File: src/rtl/pipeline_hazard_ctrl.sv
// pipeline_hazard_ctrl
//   Hazard and flow controller for a classic 5-stage in-order pipeline.
//   It detects load-use hazards, applies branch redirects, stalls on slow
//   data memory, and sequences halt/drain/resume.
//   Outputs are decoded combinationally from the current state and inputs.
//
// Ports
//   clk, resetn                  clock, asynchronous active-low reset
//   id_rs1/id_rs2, id_uses_rs*   source operands of the instruction in ID
//   ex_rd, ex_mem_read           destination and load flag of the EX instruction
//   branch_taken                 EX resolved a redirect
//   imem_ready                   fetch data valid this cycle
//   mem_access, dmem_ready       MEM stage data access and its completion
//   halt_req, resume             halt request from ID; resume pulse
//   *_enable                     pipeline register enables
//   if_id_flush, id_ex_flush     insert a bubble into IF/ID or ID/EX
//   halted                       core is parked in HALTED
//   stall_cycles, flush_count    saturating performance counters
module pipeline_hazard_ctrl #(
  parameter int unsigned DRAIN_CYCLES = 3,
  parameter int unsigned CNT_W        = 16
) (
  input  logic             clk,
  input  logic             resetn,
  input  logic [4:0]       id_rs1,
  input  logic [4:0]       id_rs2,
  input  logic             id_uses_rs1,
  input  logic             id_uses_rs2,
  input  logic [4:0]       ex_rd,
  input  logic             ex_mem_read,
  input  logic             branch_taken,
  input  logic             imem_ready,
  input  logic             mem_access,
  input  logic             dmem_ready,
  input  logic             halt_req,
  input  logic             resume,
  output logic             pc_enable,
  output logic             if_id_enable,
  output logic             id_ex_enable,
  output logic             ex_mem_enable,
  output logic             mem_wb_enable,
  output logic             if_id_flush,
  output logic             id_ex_flush,
  output logic             halted,
  output logic [CNT_W-1:0] stall_cycles,
  output logic [CNT_W-1:0] flush_count
);

  localparam int unsigned DrainW = (DRAIN_CYCLES > 1) ? $clog2(DRAIN_CYCLES) : 1;
  localparam logic [DrainW-1:0] DrainLoad = DrainW'(DRAIN_CYCLES - 1);

  typedef enum logic [2:0] {
    StInit,
    StRun,
    StDmemWait,
    StDrain,
    StHalted
  } state_e;

  state_e             state_q, state_d;
  logic               from_drain_q, from_drain_d;
  logic [DrainW-1:0]  drain_cnt_q, drain_cnt_d;
  logic [CNT_W-1:0]   stall_q, stall_d;
  logic [CNT_W-1:0]   flush_q, flush_d;

  logic       load_use;
  logic       dmem_stall;
  logic       redirect;
  logic [4:0] en; // {pc, if_id, id_ex, ex_mem, mem_wb}

  assign load_use = ex_mem_read & (ex_rd != 5'd0) &
                    ((id_uses_rs1 & (id_rs1 == ex_rd)) | (id_uses_rs2 & (id_rs2 == ex_rd)));
  assign dmem_stall = mem_access & ~dmem_ready;

  always_comb begin
    state_d      = state_q;
    from_drain_d = from_drain_q;
    drain_cnt_d  = drain_cnt_q;
    en           = 5'b00000;
    if_id_flush  = 1'b0;
    id_ex_flush  = 1'b0;
    halted       = 1'b0;
    redirect     = 1'b0;

    unique case (state_q)
      StInit: begin
        if_id_flush = 1'b1;
        id_ex_flush = 1'b1;
        state_d     = StRun;
      end

      StRun: begin
        if (dmem_stall) begin
          state_d      = StDmemWait;
          from_drain_d = 1'b0;
        end else if (branch_taken) begin
          // Redirect wins; a coincident load-use or halt belongs to a squashed instruction.
          en          = 5'b11111;
          if_id_flush = 1'b1;
          id_ex_flush = 1'b1;
          redirect    = 1'b1;
        end else if (load_use) begin
          en          = 5'b00111;
          id_ex_flush = 1'b1;
        end else if (halt_req) begin
          en          = 5'b01111;
          if_id_flush = 1'b1;
          drain_cnt_d = DrainLoad;
          state_d     = StDrain;
        end else if (!imem_ready) begin
          en          = 5'b01111;
          if_id_flush = 1'b1;
        end else begin
          en = 5'b11111;
        end
      end

      StDmemWait: begin
        if (dmem_ready) begin
          en = 5'b11111;
          if (from_drain_q) begin
            // The completing cycle advances the pipeline, so it counts as a drain step.
            state_d = StDrain;
            if (drain_cnt_q != '0) begin
              drain_cnt_d = drain_cnt_q - 1'b1;
            end
          end else begin
            state_d = StRun;
          end
        end
      end

      StDrain: begin
        if (dmem_stall) begin
          state_d      = StDmemWait;
          from_drain_d = 1'b1;
        end else begin
          en          = 5'b01111;
          if_id_flush = 1'b1;
          if (drain_cnt_q == '0) begin
            state_d = StHalted;
          end else begin
            drain_cnt_d = drain_cnt_q - 1'b1;
          end
        end
      end

      StHalted: begin
        halted = 1'b1;
        if (resume) begin
          state_d = StRun;
        end
      end

      default: begin
        state_d = StInit;
      end
    endcase
  end

  assign pc_enable     = en[4];
  assign if_id_enable  = en[3];
  assign id_ex_enable  = en[2];
  assign ex_mem_enable = en[1];
  assign mem_wb_enable = en[0];

  // Saturating performance counters.
  always_comb begin
    stall_d = stall_q;
    flush_d = flush_q;
    if (!en[4] && (state_q != StInit) && (state_q != StHalted) && (stall_q != '1)) begin
      stall_d = stall_q + CNT_W'(1);
    end
    if (redirect && (flush_q != '1)) begin
      flush_d = flush_q + CNT_W'(1);
    end
  end

  always_ff @(posedge clk or negedge resetn) begin
    if (!resetn) begin
      state_q      <= StInit;
      from_drain_q <= 1'b0;
      drain_cnt_q  <= '0;
      stall_q      <= '0;
      flush_q      <= '0;
    end else begin
      state_q      <= state_d;
      from_drain_q <= from_drain_d;
      drain_cnt_q  <= drain_cnt_d;
      stall_q      <= stall_d;
      flush_q      <= flush_d;
    end
  end

  assign stall_cycles = stall_q;
  assign flush_count  = flush_q;

endmodule

File: config.mk
export PLATFORM = sky130hd
export DESIGN_NAME = pipeline_hazard_ctrl
export DESIGN_NICKNAME = d
export VERILOG_FILES = /design/src/rtl/pipeline_hazard_ctrl.sv
export SDC_FILE = /design/constraint.sdc
export NUM_CORES = 1
export LEC_CHECK = 0
export CAP_MARGIN = 10
export CELL_PAD_IN_SITES_DETAIL_PLACEMENT = 1
export CELL_PAD_IN_SITES_GLOBAL_PLACEMENT = 1
export CORE_MARGIN = 2
export CORE_UTILIZATION = 35
export DETAILED_ROUTE_END_ITERATION = 6
export HOLD_SLACK_MARGIN = 0.12
export PLACE_DENSITY_LB_ADDON = 0.3
export RECOVER_POWER = 100
export SLEW_MARGIN = 20
export SYNTH_ARGS = -nofsm -noshare
export SYNTH_HDL_FRONTEND = slang
export SYNTH_SLANG_ARGS = --single-unit
File: constraint.sdc
create_clock -name clk -period 2.7 [get_ports clk]
set_clock_uncertainty 0.15 [all_clocks]
set_input_delay 0.405 -clock clk [delete_from_list [all_inputs] [get_ports clk]]
set_output_delay 0.405 -clock clk [all_outputs]
set_load 0.01 [all_outputs]
; Yosys cells after proc, flatten, opt, wreduce, memory -nomap -nowiden
; Index checks and enable logic that the tools add are counted.
[word_totals]
reg_bits = 38
inputBits = 26
out_inout_bits = 40
[classes]
n_addsub = 3
n_eq_ne = 25
mux = 46
bitwise = 7
reduce_logical = 15
[ops]
columns = op, count
row1 = $add A16 B1 Y16 const B, 2
row2 = $ne A16 B16 Y1 const B, 2
row3 = $mux W5, 6
row4 = $mux W3, 8
row5 = $ne A2 B2 Y1 const B, 12
row6 = $mux W2, 10
row7 = $mux W1, 15
row8 = $ne A3 B3 Y1 const B, 5
row9 = $pmux W3 S5, 1
row10 = $pmux W5 S3, 1
row11 = $eq A5 B5 Y1, 2
row12 = $reduce_and A10 Y1, 1
row13 = $eq A3 B2 Y1 const B, 2
row14 = $pmux W2 S3, 1
row15 = $reduce_and A6 Y1, 1
row16 = $reduce_bool A3 Y1, 2
row17 = $and A1 B1 Y1, 5
row18 = $reduce_bool A5 Y1, 1
row19 = $logic_and A1 B1 Y1, 4
row20 = $mux W4, 1
row21 = $pmux W1 S2, 2
row22 = $reduce_bool A2 Y1, 2
row23 = $eq A3 B1 Y1 const B, 1
row24 = $eq A3 B3 Y1 const B, 1
row25 = 8 further kinds, 8

; Depth between registers and ports, before layout
[logic_depth]
word_depth = 12
mapped_depth = 9
mapped_depth_nobuf = 7

; Worst setup path before layout
; No wires, ideal clock.
[synth_path]
path_type = input-to-reg
start = input ex_rd[1]
end = register drain_cnt_q[0]
t_arrival_ns = 1.910
required_ns = 2.422
path_slack_ns = 0.512
stages = 6
path_buffers = 0
path_cell_list = or4_4 > o21a_4 > a21oi_2 > a31oi_1 > nor4_2 > mux2_1
[synth_between]
elab_chain_len = 6
word_cells_on_any_way = 10
[synth_lines]
columns = element, line
row1 = from (decl), 29  ; input logic [4:0] ex_rd,
row2 = $eq A5 B5 Y1, 72  ; ((id_uses_rs1 & (id_rs1 == ex_rd)) | (id_uses_rs2 & (id_rs2 == ex_rd)));
row3 = $and A1 B1 Y1, 72
row4 = $or A1 B1 Y1, 72
row5 = $and A1 B1 Y1 (*), 71  ; assign load_use = ex_mem_read & (ex_rd != 5'd0) &
row6 = $ne A2 B2 Y1 (no line) (*), --
row7 = $reduce_and A10 Y1 (no line) (*), --
row8 = to (signal assigned), 189  ; drain_cnt_q <= drain_cnt_d;
row9 = to (decl), 62  ; logic [DrainW-1:0] drain_cnt_q, drain_cnt_d;
; Mark *: on every way between the ends. The rest lies on a longest branch, timed or not.
; A chain may end at the register's enable or synchronous reset.

; Worst setup path after layout
[layout_path]
start = input id_rs1[2]
end = output pc_enable
[layout_between]
elab_chain_len = 8
[layout_lines]
columns = element, line
row1 = from (decl), 25  ; input logic [4:0] id_rs1,
row2 = $eq A5 B5 Y1, 72
row3 = $and A1 B1 Y1, 72
row4 = $or A1 B1 Y1, 72
row5 = $and A1 B1 Y1, 71
row6 = $mux W5, 102  ; end else if (load_use) begin
row7 = $mux W5, 96  ; end else if (branch_taken) begin
row8 = $mux W5, 93  ; if (dmem_stall) begin
row9 = $pmux W5 S3, 85  ; unique case (state_q)
row10 = to (decl), 37  ; output logic pc_enable,
; No other way between the ends.

==> key figures <==
Status
  – Status: completed

Yosys
  – Simple-Gate Fraction of Synth Area: 0.230
  – Dominant combinational cell family by area after synthesis: simple AND/OR/NAND/NOR gates
  – Portion of the post-synthesis area used by sequential elements: 0.437
  – Synthesized-area fraction occupied by adder cells: 0.0173
  – Fraction of registers with async set or reset after synthesis: 1.00
  – Synth Area in Compound Gates: 0.101
  – Synth Flop Type: sky130_fd_sc_hd__dfrtp_1
  – Number of flops mapped to enable cells by yosys: 0
  – Cells after Synth: 221
  – #FFs+latches synth: 38
  – Synthesized cell area: 0.00218 sq mm
  – Syn nets: 250
  – Post-synthesis cell type count: 43
  – Average cell area after synthesis: 9.85 sq um
  – Xor/xnor share of the synthesized area: 0.153
  – Warnings from Yosys: 0
  – Mux cell area share after synthesis: 0.0305

Detailed routing
  – 1st-iter DRT viols: 37
  – Via count normalized by instance count: 5.12
  – WL/cell: 14.6 um
  – Antenna-violating nets left: 0
  – Vias: roughly 2000
  – Post-detailed-route DRC marker count: 0
  – Total routed wirelength: 5560 um
  – Detailed-router iteration count before antenna repair: 4

Timing
  – Part of the cycle the worst path needs: 0.961
  – Final Hold Vio Count: 0
  – Worst Tran Pin Value: 0.920 ns
  – Slew Limit Fails: 0
  – Highest clock frequency the design can meet: 385 MHz
  – Relative slew margins: 0.386
  – Final critical path time including I/O delays and setup: 2.60 ns
  – Final setup violation count: 0

Placement
  – Port bufs: 65
  – RD Place Congestion: 0.791
  – Detail Placement HPWL: around 4200 um

Layout
  – Number of filler instances in the final layout: 696
  – Share of post-route cells with drive strength above 1: 0.121
  – Final core area utilization: 0.519
  – Final antenna diode count: 0
  – Area taken by multi-input logic gates: 0.00114 sq mm
  – Register area: 952 sq um
  – Relative area change from synthesis to final layout: 42.2%
  – Layout Nets: 336

Hold path
  – Class of the worst hold path: flop to flop

CTS
  – CTS sink count: 38
  – Clock tree from TritonCTS: yes
  – Clock root cell: sky130_fd_sc_hd__clkbuf_8
  – Clock edge transition at the registers on the reported setup and hold paths: 0.07 ns
  – Clock buffers created by TritonCTS: 5
  – Number of levels in the clock H-tree: 2
  – Clk_lat worst skew: 0.28 ns
  – Clk buf depth: 2

Critical path
  – Ordered list of cells on the worst path: clkdlybuf4s50_1 > xnor2_1 > nand4_1 > o22ai_2 > buf_4 > a21oi_1 > o21ai_0 > o21ai_0 > clkdlybuf4s15_2
  – Data arrival, critical path: 2.04 ns
  – Kind of start point of the critical path: input pin
  – Critical setup path kind: input pin to output port
  – Crit path max-delay cell type: sky130_fd_sc_hd__clkdlybuf4s50_1
  – Highest cell delay on the worst timing path: 0.47 ns
  – Crit end category: output port
  – Most frequent cell on the critical path: sky130_fd_sc_hd__o21ai_0
  – CP top delay family: buffers and inverters
  – Required time of the critical path: 2.14 ns
  – Maximum fanout along the worst path: 3
  – Critical path buffers and inverters: 3

Floorplan
  – Die area: 0.00686 sq mm
  – Floorplan row count: 28
  – Chip Width: between 80 and 90 um
  – Core region area: approximately 0.006 sq mm
  – Initial standard-cell utilization of the core: 0.365
  – Count of pins on the block boundary: 66
  – Chip Height: 82.8 um

Pwr
  – Overall Power: 0.00244 W
  – Power density normalized to cell area: between 700 and 800 mW/mm^2
  – Maximum vdd ir drop: between 400 and 500 uV
  – Total leakage power: 1.39 nW

GRT
  – Number of antenna violations at the first check in global routing: 0
  – Maximum number of pins on one net before global-route repair: 39
  – Wire length of the first global-routing pass: 9780 um
  – Overall overflow remaining after global route: 0
  – Via count of the first global-routing pass: 1978
  – Overall fraction of global-route tracks in use: 0.171

Job
  – Reported max-cap violation count: 0
[stage by stage]
stage | std cells | setup slack (ns) | hold slack [ns] | TNS (ns) | instance area, sq um
floorplan | 221 | 0.512 | -0.0406 | 0 | 2180
global placement | 373 | -0.332 | 0.325 | -2.25 | 3020
detailed placement | 373 | -0.366 | 0.328 | -2.96 | 3020
CTS | 381 | 0.0317 | 0.341 | 0 | 3110
global route | 382 | -0.00514 | 0.368 | -0.00514 | 3090
finish | 382 | 0.104 | 0.332 | 0 | 3090
[metal layers]
metal | track usage | up-vias | share of wire
met1 | 0.235 | 949 | 0.49
met5 | 0 | - | 0
met4 | 0.0402 | 0 | 0.0061
met2 | 0.272 | 56 | 0.45
li1 | - | 948 | -
met3 | 0.0408 | 4 | 0.044
[power breakdown]
part	switching [W]	total, W	internal, W
Clock	0.000192	0.000365	0.000173
Combinational	0.000584	0.00119	0.000611
Sequential	0.000173	0.000878	0.000705
[state kept, by name, indices dropped and copies added, names as in the netlist]
name / count
flush_count: 16
stall_cycles: 16
state_q: 3
from_drain_q: 1
drain_cnt_q: 2
[timing repair]
action / CTS / global route
pin swaps: 1 / 2
setup buffers: 0 / 1
setup endpoints to repair: 4 / 6
hold endpoints to repair: 38 / 0
resized for setup: 16 / 3
gates cloned: 0 / 0
hold buffers: 1 / 0
[Yosys cell counts, types with 3 or more instances]
cell type | instances | area (sq um)
sky130_fd_sc_hd__xor2_1 | 6 | 52.6
sky130_fd_sc_hd__ha_1 | 3 | 37.5
sky130_fd_sc_hd__nand2b_1 | 6 | 37.5
sky130_fd_sc_hd__o21ai_0 | 6 | 30.0
sky130_fd_sc_hd__nor3_1 | 4 | 20.0
sky130_fd_sc_hd__nand2_1 | 20 | 75.1
sky130_fd_sc_hd__mux2_1 | 4 | 45.0
sky130_fd_sc_hd__nor2_1 | 14 | 52.6
sky130_fd_sc_hd__a31oi_1 | 3 | 18.8
sky130_fd_sc_hd__dfrtp_1 | 38 | 951
sky130_fd_sc_hd__and3_1 | 8 | 50.1
sky130_fd_sc_hd__xnor2_1 | 32 | 280
sky130_fd_sc_hd__nand3_1 | 6 | 30.0
sky130_fd_sc_hd__inv_1 | 6 | 22.5
sky130_fd_sc_hd__nor2b_1 | 4 | 25.0
sky130_fd_sc_hd__nand4_1 | 18 | 113
sky130_fd_sc_hd__clkbuf_1 | 5 | 18.8
sky130_fd_sc_hd__a21oi_1 | 7 | 35.0
[cell usage in the layout, fill, tap and decap left out, types with 8 or more instances in the layout]
master / n
sky130_fd_sc_hd__buf_4: 17
sky130_fd_sc_hd__xnor2_1: 32
sky130_fd_sc_hd__dfrtp_1: 37
sky130_fd_sc_hd__nand2_1: 20
sky130_fd_sc_hd__nor2_1: 14
sky130_fd_sc_hd__and3_1: 8
sky130_fd_sc_hd__clkdlybuf4s50_1: 21
sky130_fd_sc_hd__dlygate4sd3_1: 35
sky130_fd_sc_hd__nand4_1: 18
[cell type report]
type                       instances  share of cell area
clock buffer                       5              0.0222
clock inverter                     2             0.00324
inverter                           6             0.00728
multi-input combinational        169               0.370
sequential                        38               0.308
tap                               75              0.0303
timing repair buffer              87               0.259
[kinds of logic (layout without fill, tap and decap cells)]
family / Yosys count / in the layout
adders and majority gates: 3 / 3
AOI/OAI and AO/OA: 30 / 30
buffers and inverters: 14 / 100
DFF: 38 / 38
and+or+nand+nor: 92 / 92
muxes: 6 / 6
xor gates and xnor gates: 38 / 38
[final timing paths]
check	start	slack, ns	endpoint	cells after the start
max	id_rs1[2]	0.10	pc_enable	9
min	flush_count[15]	0.33	flush_count[15]	1
max reg2reg	flush_count[7]	0.45	flush_count[11]	6
min reg2reg	flush_count[15]	0.33	flush_count[15]	1
max in group asynchronous	resetn	1.14	state_q[1]	2
min in group asynchronous	resetn	0.63	stall_cycles[1]	2
(Power assumes the default switching activity.)
